===== src/rtl/mips_pkg.sv =====
// mips_pkg: shared fetch-stage types, reset default, instruction field slices and opcodes.
package mips_pkg;
  typedef enum logic [1:0] {IDLE, FETCH, ISSUE} state_e;
  localparam logic [31:0] RESET_PC_DEF = 32'h0000_0000;
  localparam int OP_MSB    = 31;
  localparam int OP_LSB    = 26;
  localparam int IMM_MSB   = 15;
  localparam int IMM_LSB   = 0;
  localparam int JTARG_MSB = 25;
  localparam int JTARG_LSB = 0;
  localparam logic [5:0] OP_R    = 6'd0;
  localparam logic [5:0] OP_J    = 6'd2;
  localparam logic [5:0] OP_BEQ  = 6'd4;
  localparam logic [5:0] OP_ADDI = 6'd8;
  localparam logic [5:0] OP_ORI  = 6'd13;
  localparam logic [5:0] OP_LW   = 6'd35;
  localparam logic [5:0] OP_SW   = 6'd43;
endpackage


===== src/rtl/mips_next_pc.sv =====
// mips_next_pc: combinational next-PC select (jump > taken branch > sequential).
module mips_next_pc
  import mips_pkg::*;
(
  input  logic [31:0]        pc_plus4,
  input  logic [JTARG_MSB:0] instr_lo,
  input  logic               branch,
  input  logic               jump,
  input  logic               zero,
  output logic [31:0]        next_pc
);
  logic [31:0] br_off;
  always_comb begin
    br_off  = {{14{instr_lo[IMM_MSB]}}, instr_lo[IMM_MSB:IMM_LSB], 2'b00};
    next_pc = jump ? {pc_plus4[31:28], instr_lo[JTARG_MSB:JTARG_LSB], 2'b00}
            : (branch && zero) ? pc_plus4 + br_off
            : pc_plus4;
  end
endmodule


===== src/rtl/mips_fetch_unit.sv =====
// mips_fetch_unit: owns the PC, fetches one word per instruction over req/ack and
// holds it for the decoder until retired.
module mips_fetch_unit
  import mips_pkg::*;
#(
  parameter logic [31:0] RESET_PC = RESET_PC_DEF,
  parameter int          ADDR_W   = 32
) (
  input  logic              clk,
  input  logic              rst_n,
  output logic              imem_req,
  output logic [ADDR_W-1:0] imem_addr,
  input  logic              imem_ack,
  input  logic [31:0]       imem_rdata,
  output logic [31:0]       instr,
  output logic              instr_valid,
  input  logic              instr_ready,
  input  logic              branch,
  input  logic              jump,
  input  logic              zero,
  output logic [ADDR_W-1:0] pc,
  output logic [ADDR_W-1:0] pc_plus4,
  output logic [31:0]       retired_cnt
);
  state_e            state_q, state_d;
  logic [ADDR_W-1:0] pc_q, pc_d, next_pc;
  logic [31:0]       instr_q, instr_d, cnt_q, cnt_d;
  logic              take, retire;
  assign imem_req    = state_q == FETCH;
  assign instr_valid = state_q == ISSUE;
  assign imem_addr   = pc_q;
  assign pc          = pc_q;
  assign pc_plus4    = pc_q + 32'd4;
  assign instr       = instr_q;
  assign retired_cnt = cnt_q;
  mips_next_pc u_next_pc (
    .pc_plus4 (pc_plus4),
    .instr_lo (instr_q[JTARG_MSB:0]),
    .branch   (branch),
    .jump     (jump),
    .zero     (zero),
    .next_pc  (next_pc)
  );
  always_comb begin
    take    = state_q == FETCH && imem_ack;
    retire  = state_q == ISSUE && instr_ready;
    state_d = state_q == IDLE ? FETCH : take ? ISSUE : retire ? FETCH : state_q;
    instr_d = take ? imem_rdata : instr_q;
    pc_d    = retire ? next_pc : pc_q;
    cnt_d   = cnt_q + {31'd0, retire};
  end
  always_ff @(posedge clk) begin
    if (!rst_n) begin
      state_q <= IDLE;
      pc_q    <= RESET_PC;
      instr_q <= '0;
      cnt_q   <= '0;
    end else begin
      state_q <= state_d;
      pc_q    <= pc_d;
      instr_q <= instr_d;
      cnt_q   <= cnt_d;
    end
  end
endmodule


===== config.mk =====
export PLATFORM = sky130hd
export DESIGN_NAME = mips_fetch_unit
export DESIGN_NICKNAME = d
export VERILOG_FILES = /design/src/rtl/mips_pkg.sv /design/src/rtl/mips_next_pc.sv /design/src/rtl/mips_fetch_unit.sv
export SDC_FILE = /design/constraint.sdc
export NUM_CORES = 1
export LEC_CHECK = 0
export CORE_UTILIZATION = 60
export CTS_CLUSTER_DIAMETER = 50
export CTS_CLUSTER_SIZE = 40
export DETAILED_ROUTE_END_ITERATION = 16
export DONT_BUFFER_PORTS = 1
export PLACE_DENSITY = 0.76
export SETUP_SLACK_MARGIN = 0.4
export SLEW_MARGIN = 20
export SYNTH_ARGS = -nofsm -noshare
export SYNTH_HDL_FRONTEND = slang
export SYNTH_HIERARCHICAL = 1
export SYNTH_SLANG_ARGS = --single-unit

===== constraint.sdc =====
create_clock -name clk -period 5.1 [get_ports clk]
set_clock_uncertainty 0.1 [all_clocks]
set_input_delay 0.765 -clock clk [delete_from_list [all_inputs] [get_ports clk]]
set_output_delay 0.765 -clock clk [all_outputs]
set_load 0.03 [all_outputs]

==> results by stage <==
Outcome:
- The flow ran to the end, and the final reports show no timing, DRC or antenna violations.

Worst setup path:
- The kind of cell adding the most delay to the critical path is compound AO/OA/AOI/OAI gates.
- The critical path is of the register to register type.
- Traced cell by cell, the critical path runs through buf_4, and4_1, and4_1, nand2_1, xnor2_1, buf_4, ha_1, a21oi_1, inv_1, a221o_1, a21oi_2, o41ai_4, a41oi_2, xor2_1, o221ai_2, nand2_1, a21oi_1.
- The critical path required time is approximately 5.2 ns.
- For the worst setup path, the data arrival time is between 4 and 5 ns.
- Along the worst path, the maximum fanout reaches 8.
- The slowest stage of the critical path belongs to the cell sky130_fd_sc_hd__and4_1.
- The buffering stage count on the worst path with inverters included is 3.
- The maximum single-stage delay on the critical path is 0.55 ns.
- STA classifies the critical path startpoint as a register.
- The element type at the critical path end is a register.

CTS:
- In this run, CTS created clock tree buffers numbering 9.
- The clock latency at the later pin of the worst-skew pair is about 0.36 ns.
- The total of hold buffers inserted after clock tree synthesis is 0.
- The count of clock tree sinks is 98.
- The buffer cell driving the clock tree root is sky130_fd_sc_hd__clkbuf_16.
- The H-tree depth is 3.
- The clock tree from TritonCTS is yes.
- Clock-pin slew was measured on the worst setup and hold paths at about 0.08 ns.
- The setup fix buffers added after clock tree synthesis is 0.
- The clock passes through at most 2 buffers.
- In this run, post-CTS repair resized a total of 0 instances.

Synth:
- The synthesized flop and latch total is 98.
- The netlist area before placement is slightly below 0.007 mm^2.
- Yosys attributes the largest share of cell area to sky130_fd_sc_hd__dfxtp_1 29%, sky130_fd_sc_hd__nand2_1 11%, sky130_fd_sc_hd__a21oi_1 8.5%, sky130_fd_sc_hd__ha_1 5.9%, sky130_fd_sc_hd__xnor2_1 5.8%.
- The adder and majority cell fraction of the synthesized area is 0.0619.
- By count the netlist is led by 204 x sky130_fd_sc_hd__nand2_1, 116 x sky130_fd_sc_hd__a21oi_1, 98 x sky130_fd_sc_hd__dfxtp_1, 45 x sky130_fd_sc_hd__xnor2_1.
- By area, the combinational part of the netlist is dominated by simple AND/OR/NAND/NOR gates.
- Of the total synthesized cell area, the portion taken by AND, OR, NAND and NOR gates is 0.254.
- The number of standard cells after synthesis is just over 900.
- The number of distinct library cells after synthesis is 65.
- Of the post-synthesis cell area, the dominant cell type holds 0.289.
- In the synthesized netlist the dominant register cell turns out to be sky130_fd_sc_hd__dfxtp_1.
- The mean instance size in the synthesized netlist is between 7 and 8 um^2.
- The multiplexer share of the synthesized area is 0.0271.
- After synthesis, the share of flip-flops with an asynchronous set or reset is 0.
- The share of the Yosys chip area taken by registers is 0.289.
- The most frequent cell after synthesis is sky130_fd_sc_hd__nand2_1.
- Of the total synthesized cell area, the portion taken by XOR and XNOR cells is 0.0851.
- The biggest area contributor in the post-synthesis netlist is sky130_fd_sc_hd__dfxtp_1.
- Synthesis produced a netlist with a net count of about 980.
- The area fraction in compound gates after synthesis was 0.203.
- The number of flops mapped to enable cells by yosys is 0.
- For this run, the number of Yosys warnings is 6.

Detailed routing:
- The routed design has between 15000 and 20000 um of wire.
- The remaining routing DRC violations is 0.
- The length of the first detailed-routing pass in iterations is 7.
- In the final routed layout, each cell accounts on average for approximately 19 um.
- Detailed routing inserted a total of 6496 vias.
- The first-iteration detailed-routing DRC count is between 500 and 600.
- Dividing the detail-routed via count by the number of cells gives between 6 and 7.
- The antenna violation net count after detailed routing is 0.

Run:
- Max-cap violations in this run came to 0.

Min path:
- The worst hold path class is input pin to register.

Finish:
- The layout overhead on the synthesized area is 6.24%.
- The final layout net count is 963.
- The antenna diode count is 0.
- Once layout is complete, the utilization of the core stands at 0.660.
- The count of cells in the finished layout, fillers not included, comes to just over 1000.
- The proportion of layout cells with a drive suffix above 1 is 0.108.

Die:
- The total core area is around 0.011 mm^2.
- For this configuration, the core starts out at a cell density of 0.621.
- From left edge to right edge, the die measures about 110 um.
- The count of standard-cell rows is 38.
- The full die area is about 0.012 mm^2.
- The die span in y is ~110 um.
- 201 I/O pins were placed.

Placement:
- Prior to clock tree synthesis, the placed netlist has a worst setup slack of between 0.9 and 1 ns.
- The post-detailed-placement half-perimeter wirelength is approximately 14000 um.
- Buffers placed on the I/O ports in this run total 0.
- The number of placed instances, taps included, is between 1000 and 1500.
- The congestion estimate from routability-driven global placement came to between 0.8 and 0.9.

Timing:
- After layout, the worst setup slack is between 0.8 and 0.9 ns.
- Setup repair after global routing left no endpoint under its margin.
- Measured against its own limit, the worst slew margin works out to 0.304.
- Static timing analysis puts the maximum clock frequency at approximately 230 MHz.
- The setup-violating endpoint count in the final report is 0.
- The share of the clock period used by the worst path is 0.840.
- For the finished layout, the period the worst path requires is 4.28 ns.
- The final hold violation count is 0.
- At the pin with the least slew margin, the transition time is approximately 1.0 ns.
- The total count of max-transition violations in the final report is 0.
- The summed negative setup slack over all endpoints is 0 ns.

Global route:
- The number of antenna violations at the first check in global routing is 0.
- Global routing finished with a remaining overflow of 0.
- Entering global routing, the biggest net connects 60 pins.
- The first global-routing pass estimated a little over 30000 um of wire.
- In the global route stage, overall resource usage came out at 0.337.
- The number of global-route vias before repair is around 6200.

Pwr:
- The leakage dissipation is 0.00283 uW.
- The areal power density over the cells is around 230 mW/mm^2.
- The maximum resistive drop on vdd is between 0.2 and 0.25 mV.
## kinds of logic after synthesis
family,Yosys count
AO/OA/AOI/OAI,227
adder cells (fa/ha/maj),33
XOR/XNOR,66
multiplexers,18
AND/OR/NAND/NOR,368
flip-flops,98
buffers and inverters,96
## final cells by class
cell class / instances / area (um^2)
fillers: 966 / 3720
multi-input cells: 712 / 4290
clock inverters: 7 / 96.3
inverters: 15 / 56.3
repair buffers: 55 / 413
flip-flops and latches: 98 / 1960
clock buffers: 9 / 225
well taps: 140 / 175
## flip-flops by register name (all words and copies together) (netlist names)
| signal | cells |
|---|---|
| imem_addr | 32 |
| instr | 32 |
| retired_cnt | 32 |
| state_q | 2 |
## cells in the final DEF (no fill, tap or decap), drive strengths merged, types with 3 or more instances in the layout
cell / netlist / layout
a211oi: 4 / 4
a21o: 21 / 21
a21oi: 119 / 119
a31oi: 8 / 8
and2: 7 / 7
and3: 9 / 9
and4: 8 / 8
buf: 48 / 55
clkbuf: 32 / 9
dfxtp: 98 / 98
ha: 32 / 32
inv: 15 / 18
mux2: 3 / 3
mux2i: 15 / 15
nand2: 204 / 204
nand2b: 6 / 6
nand3: 26 / 26
nand4: 24 / 24
nor2: 41 / 41
nor2b: 4 / 4
nor3: 4 / 4
nor4: 7 / 7
o211ai: 3 / 3
o21ai: 43 / 43
o21bai: 3 / 3
o221ai: 4 / 4
o31ai: 10 / 10
or2: 3 / 3
or3: 5 / 5
or4: 14 / 14
xnor2: 45 / 45
xor2: 21 / 21
## power breakdown
part	leakage (uW)	total (uW)	internal [uW]	switching, uW
Sequential	0.000793	825	780	45.3
Clock	0.000154	735	396	339
Combinational	0.00188	132	40.1	92.2
## worst paths after layout
path	from	to	slack (ns)	cells after the start
hold / removal	rst_n	retired_cnt[1]	0.42	1
setup reg to reg	imem_addr[4]	imem_addr[25]	0.82	17
setup / recovery	imem_addr[4]	imem_addr[25]	0.82	17
hold reg to reg	state_q[1]	state_q[1]	0.44	2
## per-layer routing
layer,vias to the layer above,GRT usage,part of all wire
met5,-,0,0
met4,0,0.103,0.015
met3,26,0.0850,0.083
met2,273,0.571,0.47
met1,3083,0.418,0.43
li1,3114,-,-
## metrics by stage
| stage | total power [uW] | area, um^2 | hold slack, ns |
|---|---|---|---|
| 6_report | 1690 | 7220 | 0.422 |
| 5_1_grt | 1740 | 7220 | 0.435 |
| 4_1_cts | 1700 | 7210 | 0.414 |
| 3_5_place_dp | 973 | 6890 | 0.414 |
| 3_3_place_gp | 969 | 6890 | 0.391 |
| 2_1_floorplan | 951 | 6790 | 0.373 |
Power figures use the tool's default switching activity.
